## config.mk

```make
export PLATFORM = sky130hd
export DESIGN_NAME = cke_period_monitor
export DESIGN_NICKNAME = d
export VERILOG_FILES = /design/src/rtl/cke_period_monitor.sv
export SDC_FILE = /design/constraint.sdc
export NUM_CORES = 1
export LEC_CHECK = 0
export ABC_AREA = 0
export CAP_MARGIN = 20
export CELL_PAD_IN_SITES_DETAIL_PLACEMENT = 1
export CELL_PAD_IN_SITES_GLOBAL_PLACEMENT = 1
export CORE_MARGIN = 2
export CORE_UTILIZATION = 47
export CTS_CLUSTER_DIAMETER = 30
export DETAILED_ROUTE_END_ITERATION = 7
export PLACE_DENSITY = 0.95
export SLEW_MARGIN = 0
export SYNTH_ARGS = -nofsm -noshare
export SYNTH_HDL_FRONTEND = slang
export SYNTH_SLANG_ARGS = --single-unit
```

## constraint.sdc

```tcl
create_clock -name iSysClk -period 8.77 [get_ports iSysClk]
set_input_delay 2.631 -clock iSysClk [delete_from_list [all_inputs] [get_ports iSysClk]]
set_output_delay 2.631 -clock iSysClk [all_outputs]
set_load 0.005 [all_outputs]
```

## src/rtl/cke_period_monitor.sv

```systemverilog
// Clock-enable strobe monitor: period measurement, min/max, lock and loss.
// Optional macro CKE_MON_JITTER_EN adds a registered oJitter = oMax - oMin.
module cke_period_monitor #(
    parameter int pCntWidth = 16,
    parameter int pTimeout  = 1000,
    parameter int pLockCnt  = 4,
    parameter int pTol      = 1
) (
    input  logic                 iSysClk,
    input  logic                 iSysRst,
    input  logic                 iCke,
    input  logic                 iClr,
    output logic [pCntWidth-1:0] oPeriod,
    output logic                 oPeriodVld,
    output logic [pCntWidth-1:0] oMin,
    output logic [pCntWidth-1:0] oMax,
    output logic                 oLock,
    output logic                 oTimeout,
    output logic [pCntWidth-1:0] oJitter
);

    typedef enum logic [1:0] {
        IDLE,
        MEAS,
        LOCK,
        LOST
    } state_t;

    state_t               r_state;
    logic [pCntWidth-1:0] r_cnt;
    logic [pCntWidth-1:0] r_prev;
    logic                 r_prev_vld;
    logic [3:0]           r_match;
    logic [pCntWidth-1:0] r_period;
    logic                 r_vld;
    logic [pCntWidth-1:0] r_min;
    logic [pCntWidth-1:0] r_max;

    logic [pCntWidth-1:0] w_period;
    logic [pCntWidth-1:0] w_diff;
    logic                 w_match;
    logic [3:0]           w_match_inc;
    logic                 w_tmo;
    logic                 w_cnt_sat;

    // Period candidate, tolerance check against the previous period, timeout
    always_comb begin
        w_period    = r_cnt + pCntWidth'(1);
        w_diff      = (w_period >= r_prev) ? (w_period - r_prev)
                                           : (r_prev - w_period);
        w_match     = r_prev_vld && (w_diff <= pCntWidth'(pTol));
        w_match_inc = r_match + 4'd1;
        // Counter about to reach pTimeout-1: a pulse on the following edge
        // would measure pTimeout, so loss is declared on this edge instead.
        w_tmo       = (w_period == pCntWidth'(pTimeout - 1));
        w_cnt_sat   = &r_cnt;
    end

    // Monitor FSM with counter, statistics and registered outputs
    always_ff @(posedge iSysClk or posedge iSysRst) begin
        if (iSysRst) begin
            r_state    <= IDLE;
            r_cnt      <= '0;
            r_prev     <= '0;
            r_prev_vld <= 1'b0;
            r_match    <= '0;
            r_period   <= '0;
            r_vld      <= 1'b0;
            r_min      <= '1;
            r_max      <= '0;
        end else begin
            r_vld <= 1'b0;
            if (iClr) begin
                r_state    <= IDLE;
                r_cnt      <= '0;
                r_prev_vld <= 1'b0;
                r_match    <= '0;
                r_min      <= '1;
                r_max      <= '0;
            end else begin
                if (r_state == IDLE || iCke) begin
                    r_cnt <= '0;
                end else if (!w_cnt_sat) begin
                    r_cnt <= r_cnt + pCntWidth'(1);
                end
                unique case (r_state)
                    IDLE, LOST: begin
                        if (iCke) begin
                            r_state <= MEAS;
                        end
                    end
                    MEAS, LOCK: begin
                        if (iCke) begin
                            r_period   <= w_period;
                            r_vld      <= 1'b1;
                            r_prev     <= w_period;
                            r_prev_vld <= 1'b1;
                            if (w_period < r_min) begin
                                r_min <= w_period;
                            end
                            if (w_period > r_max) begin
                                r_max <= w_period;
                            end
                            if (!w_match) begin
                                r_match <= '0;
                                r_state <= MEAS;
                            end else if (r_state == MEAS) begin
                                r_match <= w_match_inc;
                                if (w_match_inc == 4'(pLockCnt)) begin
                                    r_state <= LOCK;
                                end
                            end
                        end else if (w_tmo) begin
                            r_state    <= LOST;
                            r_match    <= '0;
                            r_prev_vld <= 1'b0;
                        end
                    end
                endcase
            end
        end
    end

    assign oPeriod    = r_period;
    assign oPeriodVld = r_vld;
    assign oMin       = r_min;
    assign oMax       = r_max;
    assign oLock      = (r_state == LOCK);
    assign oTimeout   = (r_state == LOST);

`ifdef CKE_MON_JITTER_EN
    logic [pCntWidth-1:0] r_jitter;

    // Spread of measured periods, zero until a first period exists
    always_ff @(posedge iSysClk or posedge iSysRst) begin
        if (iSysRst) begin
            r_jitter <= '0;
        end else begin
            r_jitter <= (r_min > r_max) ? '0 : (r_max - r_min);
        end
    end

    assign oJitter = r_jitter;
`else
    assign oJitter = '0;
`endif

endmodule

```

Word level (Yosys, flattened, before mapping)
Cells that the tools add are included.
{ "word_totals": {"out_inout_bits": 67, "latch_bits": 0, "regBits": 72, "rom_bits": 0, "in_bits": 4, "ramBits": 0, "memories": 0, "wordCells": 78} }
{ "op_classes": {"n_addsub": 4, "n_shift": 0, "eq_ne": 11, "n_div": 0, "n_mul": 0, "n_mux": 33, "n_lt_le_gt_ge": 4, "bitwise_logic": 1, "reduce_logical": 17} }
{ "ops": {"columns": ["cell", "count"], "rows": [
  ["$mux W16", 12],
  ["$sub A16 B16 Y16", 2],
  ["$mux W4", 6],
  ["$add A16 B1 Y16 const B", 1],
  ["$eq A16 B10 Y1 const B", 1],
  ["$ge A16 B16 Y1", 1],
  ["$gt A16 B16 Y1", 1],
  ["$le A16 B1 Y1 const B", 1],
  ["$lt A16 B16 Y1", 1],
  ["$reduce_and A16 Y1", 1],
  ["$mux W2", 7],
  ["$reduce_and A3 Y1", 4],
  ["$ne A5 B5 Y1 const B", 2],
  ["$reduce_bool A2 Y1", 4],
  ["$mux W1", 7],
  ["$add A4 B1 Y4 const B", 1],
  ["$eq A2 B2 Y1 const B", 2],
  ["$eq A4 B3 Y1 const B", 1],
  ["$ne A4 B3 Y1 const B", 1],
  ["$ne A4 B4 Y1 const B", 1],
  ["$pmux W2 S2", 1],
  ["$reduce_and A4 Y1", 1],
  ["$reduce_or A2 Y1", 2],
  ["$ne A3 B2 Y1 const B", 1],
  ["8 further kinds", 8]
]} }

Longest topological paths before layout
Gate-level depths: netlist of the first run.
{ "logic_depth": {"word_depth": 9, "mapped_depth": 18, "depth_no_buf": 17} }

Worst setup path after synthesis of the first run
Ideal clock, no wire load.
{ "synth_timing": {"path_kind": "register -> register", "startpoint": "register r_cnt[0]", "endpoint": "register r_match[3]", "n_path_buf": 1, "path_slack_ns": 4.580, "setup_ns": 0.090, "arrival_time_ns": 4.100, "path_stages_with_launch": 19, "synth_period_minus_slack_ns": 4.190, "t_required_ns": 8.680, "cell_sequence": "dfrtp_1 > ha_1 > nand4_1 > nor2_1 > and3_1 > xnor2_1 > inv_1 > ha_1 > buf_4 > nand4_1 > nor3_1 > a21oi_2 > a31o_2 > a311oi_1 > a31oi_1 > xor2_1 > nor4_4 > nand4b_4 > o31ai_4"} }
{ "synth_via": {"elab_chain_cells": 9, "word_cells_on_any_way": 15, "cone_classes": "3 x add/sub; 2 x order compare; 2 x eq/ne; 5 x mux; 3 x reduce/logical"} }
{ "synth_lines": {"columns": ["item", "line_no", "source"], "rows": [
  ["start: declaration", "30", "logic [pCntWidth-1:0] r_cnt;"],
  ["start signal: assignment", "84", "r_cnt <= r_cnt + pCntWidth'(1);"],
  ["$add A16 B1 Y16 (*)", "48", "w_period = r_cnt + pCntWidth'(1);"],
  ["net w_period[10]", "39", "logic [pCntWidth-1:0] w_period;"],
  ["$sub A16 B16 Y16, or another cell as far along", "50", ": (r_prev - w_period);"],
  ["$mux W16", "49", "w_diff = (w_period >= r_prev) ? (w_period - r_prev)"],
  ["$le A16 B1 Y1", "51", "w_match = r_prev_vld && (w_diff <= pCntWidth'(pTol));"],
  ["$logic_and A1 B1 Y1", "51", null],
  ["$mux W4", "104", "if (!w_match) begin"],
  ["$mux W4", "93", "if (iCke) begin"],
  ["$mux W4", "86", "unique case (r_state)"],
  ["$mux W4", "73", "if (iClr) begin"],
  ["end signal: assignment", "108", "r_match <= w_match_inc;"],
  ["end: declaration", "33", "logic [3:0] r_match;"]
]} }
The timed path passes the listed nets; every way through them passes the cells marked *. The select of a mux whose other input is x is not followed.
A chain may end at the register's enable or synchronous reset.

Final worst setup path of the first run
Same ends and word-level chain as after synthesis.

==> summary.txt, run 1 <==
Worst hold path
  – Hold Crit Start: oMin[0]
  – Hold WC Path Type: reg -> reg
  – WHS Path Cells: 2
  – Hold Crit Endpoint: oMin[0]

Power and ir drop
  – Peak VDD IR: 0.1560 mV
  – Int Power: 749.9 uW
  – Comb pwr share: 0.362
  – Sequential share of power: 0.340
  – Clock power frac: 0.298
  – Pwr per Cell Area: 168.2 nW/um2
  – Switch share: 0.3481
  – Switching pwr: 400.5 uW
  – Leakage: 0.003237 uW

CTS
  – TritonCTS clock tree: yes
  – CTS clock-pin slew for the worst setup and hold paths: 0.06 ns
  – Worst-Skew Late Latency: 0.35 ns
  – Clock sinks: 72
  – Root Driver: clkbuf_16
  – Setup bufs post-CTS: 0
  – Clock Path Buffers: 2
  – Num CTS Buffers: 9
  – Post-CTS Hold Fix Bufs: 0
  – Post-CTS sizing: 0
  – CTS H-tree depth: 3

GRT
  – Congestion Overflow GR: 0
  – Vias in the first global route: 6194
  – Largest net degree at the start of global routing: 73
  – Initial antenna violation count: 0
  – First-pass GRT wire length: 33550 um
  – GRT Total Usage: 0.3218

Floorplan
  – Core Rows: 41
  – Die ar.: 13550 um2
  – Die X: 116.4 um
  – Initial Utilization: 0.4766
  – Die Span Y: 116.4 um
  – Boundary Pins: 71
  – Core area: 12470 um2

Synth
  – Mapped Area: 5941 um2
  – Mapped Cells: 693
  – Avg Cell Area, Syn: 8.572 um2
  – Commonest register cell after synthesis: dfrtp_1
  – Post-synth EDFFs: 0
  – Synthesis warning total: 0
  – Sequential fraction of the synthesis area: 0.3067
  – Post-synth cell types: 73
  – Async SR Flop Fraction: 1.000
  – Seq cells post-synth: 72

STA
  – Rel. slew slack: 0.3551
  – Hold Fails Final Rpt: 0
  – Setup tns final: 0 ns
  – Setup violations, final: 0
  – Final Cycle Share: 0.6590
  – Clock Skew: 0.007926 ns
  – FMAX: 173.0 MHz
  – Final Max Tran Viols: 0
  – Slew @ Worst Pin: 0.9673 ns
  – RSZ-0062 raised after global routing: false
  – Final min period: 5.779 ns

Drt
  – Initial drt markers: 475
  – Routed via count: 5752
  – DR WL/cell: 23.58 um
  – Vias/cell: 6.300
  – Post-route ant nets: 0
  – Remaining DRCs: 0
  – Routed WL: 21530 um
  – Drt pass-1 iters: 5

Critical path
  – Crit Path Category: reg -> reg
  – Crit Path Max Fanout: 9
  – RR Endpoint: r_match[3]
  – Crit-path max cell delay: 0.71 ns
  – Reg-to-reg critical path startpoint: r_cnt[0]
  – CP cell instances: ha_1 > nand4_1 > nor2_1 > and3_1 > xnor2_1 > inv_1 > ha_1 > nand4_1 > nor3_1 > a21oi_2 > a31o_2 > a311oi_1 > a31oi_1 > xor2_1 > nor4_4 > nand4b_4 > o31ai_4
  – CP Capture Type: flop
  – R2R depth: 17
  – Worst EP required: 9.02 ns
  – Setup slack, reg-to-reg: 2.99 ns
  – Slowest CP cell: nor4_4
  – Worst EP arrival: 6.03 ns
  – Startpoint types: flop

Layout
  – P&R area growth vs syn: 15.10%
  – Leading cell types in the layout, fill and taps excluded: 79 x inv_1, 70 x ha_1, 57 x nand2_1
  – Post-route design area: 6838 um2
  – Final std cells w/o fill: 913
  – Fin nets: 812
  – Share of cells above drive strength 1: 0.07152
  – N_diodes: 0
  – Most common cell after layout, fill and taps aside: inv_1

Place
  – Buffers added on ports: 54
  – Placed Instances: 894
  – Post-DP Area: 6535 um2
  – Placer Congestion: 0.9396
  – DP HPWL: 14370 um

Run status
  – Status: complete, no violations

Run
  – Max-Cap Viols: 0
[how the worst max path moves through the flow]
stage / from / endpoint / slack, ns / cells past startpoint
floorplan: iSysRst / oMax[0] / 4.34 / 1
global placement: iClr / r_state[1] / 3.51 / 8
detailed placement: iClr / r_state[1] / 3.16 / 8
CTS: r_cnt[0] / r_match[3] / 3.16 / 17
global route: r_cnt[0] / r_match[3] / 2.77 / 17
finish: r_cnt[0] / r_match[3] / 2.99 / 17
[cell usage after synthesis, types with 6 or more instances]
cell type  number  area share
nor2_1         44       0.028
inv_1          80       0.051
ha_1           70        0.15
nand2b_1        6      0.0063
mux2i_1         9       0.015
o21ai_0        50       0.042
nand2_1        57       0.036
xor2_1         19       0.028
o21a_1         12       0.015
nor3_1          7      0.0059
nand4_1        14       0.015
buf_4          18       0.023
nor4_1          7      0.0074
dfrtp_1        56        0.24
clkbuf_1       17       0.011
o21ai_1         6      0.0051
nand3_1        17       0.014
a211oi_1       17       0.021
a21oi_1        36       0.030
dfstp_2        16       0.071
a21o_1         13       0.016
a31oi_1         6      0.0063
o211ai_1       18       0.023
xnor2_1        13       0.019
[layer usage]
metal | GRT usage | part of all wire | vias to the layer above
met1 | 0.3650 | 0.39 | 2880
met2 | 0.5814 | 0.51 | 292
li1 | - | - | 2492
met3 | 0.06435 | 0.063 | 88
met5 | 0 | 0 | -
met4 | 0.1484 | 0.038 | 0
[state kept, by name, summed over array words and instances (netlist names)]
name / cells
oPeriodVld: 1
oMin: 16
r_cnt: 16
oMax: 16
r_prev_vld: 1
r_match: 4
r_state: 2
oPeriod: 16
[final cells by class]
type | instances | area [um2]
clock buffers | 16 | 261.5
fillers | 1441 | 5628
inverters | 81 | 304.0
multi-input cells | 512 | 3631
flip-flops and latches | 72 | 1822
well taps | 172 | 215.2
repair buffers | 60 | 604.3
[metrics by stage]
step / utilization / power (uW) / hold WS (ns) / worst slack, ns
5_1_grt: 0.5485 / 1196 / 0.5774 / 2.767
3_3_place_gp: 0.5242 / 754.9 / 0.4684 / 3.510
6_report: 0.5485 / 1150 / 0.5696 / 2.991
4_1_cts: 0.5452 / 1139 / 0.5711 / 3.156
2_1_floorplan: - / 652.1 / 0.4470 / 4.341
3_5_place_dp: 0.5242 / 786.2 / 0.4945 / 3.161
[kinds of logic (layout without fill, tap and decap cells)]
| kind of cell | after synthesis | after routing | synth area share |
|---|---|---|---|
| buf+inv | 124 | 157 | 0.09456 |
| xor+xnor | 32 | 32 | 0.04718 |
| simple gates | 186 | 186 | 0.1578 |
| fa+ha+maj | 72 | 72 | 0.1542 |
| other cells | 1 | 16 | 0.0006312 |
| mux | 10 | 10 | 0.01706 |
| compound gates | 196 | 196 | 0.2220 |
| flops | 72 | 72 | 0.3067 |
[power by group through the flow]
| stage | Sequential (uW) | Clock [uW] | Combinational, uW |
|---|---|---|---|
| floorplan | 390 | 0 | 262 |
| global placement | 390 | 0 | 365 |
| detailed placement | 394 | 0 | 392 |
| CTS | 390 | 343 | 406 |
| global route | 393 | 352 | 451 |
| finish | 391 | 343 | 416 |
[critical path, delay by kind of cell (launching register included)]
family,cells,cell delay [ns]
flip-flops,1,0.54
adder cells (fa/ha/maj),2,0.91
XOR/XNOR,2,0.46
AO/OA/AOI/OAI,5,1.06
AND/OR/NAND/NOR,7,2.40
buffers and inverters,1,0.31
(Power assumes the default switching activity.)
==> run 2, diff against run 1 <==
--- a/config.mk
+++ b/config.mk
@@ -10,10 +10,10 @@
 export CELL_PAD_IN_SITES_DETAIL_PLACEMENT = 1
 export CELL_PAD_IN_SITES_GLOBAL_PLACEMENT = 1
 export CORE_MARGIN = 2
-export CORE_UTILIZATION = 47
+export CORE_UTILIZATION = 43
 export CTS_CLUSTER_DIAMETER = 30
 export DETAILED_ROUTE_END_ITERATION = 7
-export PLACE_DENSITY = 0.95
+export PLACE_DENSITY = 0.92
 export SLEW_MARGIN = 0
 export SYNTH_ARGS = -nofsm -noshare
 export SYNTH_HDL_FRONTEND = slang
==> constraint.sdc (replaced) <==
create_clock -name iSysClk -period 6.06 [get_ports iSysClk]
set_input_delay 1.818 -clock iSysClk [delete_from_list [all_inputs] [get_ports iSysClk]]
set_output_delay 1.818 -clock iSysClk [all_outputs]
set_load 0.005 [all_outputs]
==> run 2 against run 1 <==
Clock power rose by 83%. Critical endpoint unchanged. Critical path depth unchanged. Largest power group is now the clock network. Critical path type unchanged. Final cell count up 0.55%. Flip-flop and latch count stayed put. Clock skew about the same. Largest cell class unchanged. Combinational power is 49% higher. Worst setup slack worse by 2.5 ns. Global-route usage down 1.7 points. Non-clock buffer count grew 2.
==> summary.txt, run 2 (synthesis gave the netlist of run 1 again) <==
Run status
  – Status: complete, no violations

CTS
  – Clock Path Buffers: 2 (unchanged)
  – Setup bufs post-CTS: 0 (unchanged)
  – Root Driver: clkbuf_16
  – TritonCTS clock tree: yes
  – Worst-Skew Late Latency: 0.35 ns (about the same)
  – CTS H-tree depth: 3 (unchanged)
  – Clock sinks: 72 (unchanged)
  – Post-CTS Hold Fix Bufs: 0 (unchanged)
  – CTS clock-pin slew for the worst setup and hold paths: 0.06 ns (about the same)
  – Post-CTS sizing: 0 (unchanged)
  – Num CTS Buffers: 9 (unchanged)

Place
  – Post-DP Area: 6585 um2 (+0.77%)
  – Placer Congestion: 1.023 (+8.9%)
  – Placed Instances: 903 (+1.0%)
  – DP HPWL: 14760 um (+2.7%)
  – Buffers added on ports: 54 (unchanged)

Critical path
  – Crit Path Category: reg -> reg
  – Startpoint types: flop
  – Worst EP required: 6.31 ns (-2.71 ns)
  – R2R depth: 17 (unchanged)
  – Crit Path Max Fanout: 9 (unchanged)
  – CP Capture Type: flop
  – Worst EP arrival: 5.86 ns (-0.17 ns)

GRT
  – First-pass GRT wire length: 34620 um (+3.2%)
  – Congestion Overflow GR: 0 (unchanged)
  – Initial antenna violation count: 0 (unchanged)
  – Vias in the first global route: 6270 (+1.2%)
  – Largest net degree at the start of global routing: 40 (-45%)
  – GRT Total Usage: 0.3048 (-0.01705)

Layout
  – Most common cell after layout, fill and taps aside: inv_1
  – Share of cells above drive strength 1: 0.07817 (+0.006642)
  – Fin nets: 814 (+0.25%)
  – Final std cells w/o fill: 918 (+0.55%)
  – P&R area growth vs syn: 16.51%
  – Post-route design area: 6922 um2 (+1.2%)
  – Leading cell types in the layout, fill and taps excluded: 79 x inv_1, 70 x ha_1, 57 x nand2_1
  – N_diodes: 0 (unchanged)

Floorplan
  – Die X: 121.5 um (+4.4%)
  – Initial Utilization: 0.4451 (-0.03149)
  – Boundary Pins: 71 (unchanged)
  – Core area: 13350 um2 (+7.1%)
  – Die ar.: 14770 um2 (+9.0%)
  – Core Rows: 42 (+2.4%)
  – Die Span Y: 121.5 um (+4.4%)

STA
  – Hold WS: 0.5488 ns (-0.02074 ns)
  – Rel. slew slack: 0.4256 (+0.07048)
  – Final Max Tran Viols: 0 (unchanged)
  – Setup tns final: 0 ns (unchanged)
  – Slew @ Worst Pin: 0.8603 ns (-0.1070 ns)
  – Clock Skew: 0.008026 ns (+0.0001001 ns)
  – Hold Fails Final Rpt: 0 (unchanged)
  – Final min period: 5.607 ns (-0.1726 ns)
  – Final Cycle Share: 0.9252 (+0.2662)
  – RSZ-0062 raised after global routing: false
  – FMAX: 178.4 MHz (+3.1%)
  – Setup violations, final: 0 (unchanged)

Power and ir drop
  – Leakage: 0.003280 uW (+1.3%)
  – Peak VDD IR: 0.1981 mV (+27%)
  – Pwr per Cell Area: 262.3 nW/um2 (+56%)

Drt
  – Met2 WL post-DR: 11050 um (about the same)
  – Initial drt markers: 440 (-7.4%)
  – Routed via count: 5710 (-0.73%)
  – Met3 wire len: 1017 um (-24%)
  – Routed WL: 21870 um (+1.6%)
  – Post-route ant nets: 0 (unchanged)
  – Wl on met1: 8865 um (+6.7%)
  – Drt pass-1 iters: 5 (unchanged)
  – Vias/cell: 6.220 (-1.3%)
  – Highest metal used: met4
  – DR WL/cell: 23.82 um (+1.0%)
  – Remaining DRCs: 0 (unchanged)

Worst hold path
  – Hold WC Path Type: reg -> reg
  – WHS Path Cells: 2 (unchanged)

Run
  – Max-Cap Viols: 0 (unchanged)
## run 2: cell types whose count changed in the layout (fill, tap and decap cells not counted)
| cell | delta |
|---|---|
| buf_4 | +4 |
| clkbuf_1 | -4 |
| bufinv_16 | +3 |
| buf_6 | -1 |
| buf_8 | -1 |
## run 2: worst max-delay path: stages, from the launching register on
cell	delay [ns]
dfrtp_1	0.53
ha_1	0.37
nand4_1	0.27
nor2_1	0.30
and3_1	0.23
xnor2_1	0.22
inv_1	0.23
ha_1	0.55
nand4_1	0.24
nor3_1	0.30
a21oi_2	0.11
a31oi_1	0.42
mux2i_1	0.15
o211ai_1	0.22
o21ai_1	0.15
nor4_4	0.71
nand4b_4	0.25
o31ai_4	0.24
## run 2: layout make-up
| class | count | area [um2] |
|---|---|---|
| clock inverter | 3 | 90.09 |
| sequential | 72 | 1822 |
| clock buffer | 12 | 246.5 |
| inverter | 81 | 304.0 |
| tap | 176 | 220.2 |
| multi-input combinational | 512 | 3631 |
| timing repair buffer | 62 | 608.1 |
| fill | 1583 | 6426 |
## run 2: report_power, final
part | switching [uW] | internal, uW | total (uW)
Sequential | 38.7 | 529 | 568
Clock | 217 | 412 | 629
Combinational | 352 | 267 | 619
## run 2: per-stage QoR
step	util	worst slack (ns)	total power, uW
after floorplan	-	1.870	943.7
after global placement	0.4922	1.320	1108
after detailed placement	0.4933	0.8164	1157
after CTS	0.5186	0.6286	1805
after global routing	0.5186	0.1070	1884
final	0.5186	0.4535	1816
## run 2: per-layer routing
layer / vias up / track usage
met5: - / 0.003472
met4: 0 / 0.1509
met3: 83 / 0.04588
met2: 247 / 0.5358
met1: 2877 / 0.3627
li1: 2503 / -
## run 2: final timing paths
path | startpoint | to | slack [ns]
setup / recovery | r_cnt[0] | r_match[3] | 0.45
hold / removal | oMin[3] | oMin[3] | 0.55
setup reg to reg | r_cnt[0] | r_match[3] | 0.45
hold reg to reg | oMin[3] | oMin[3] | 0.55
max in group asynchronous | iSysRst | oMin[12] | 3.06
min in group asynchronous | iSysRst | oMax[14] | 1.98
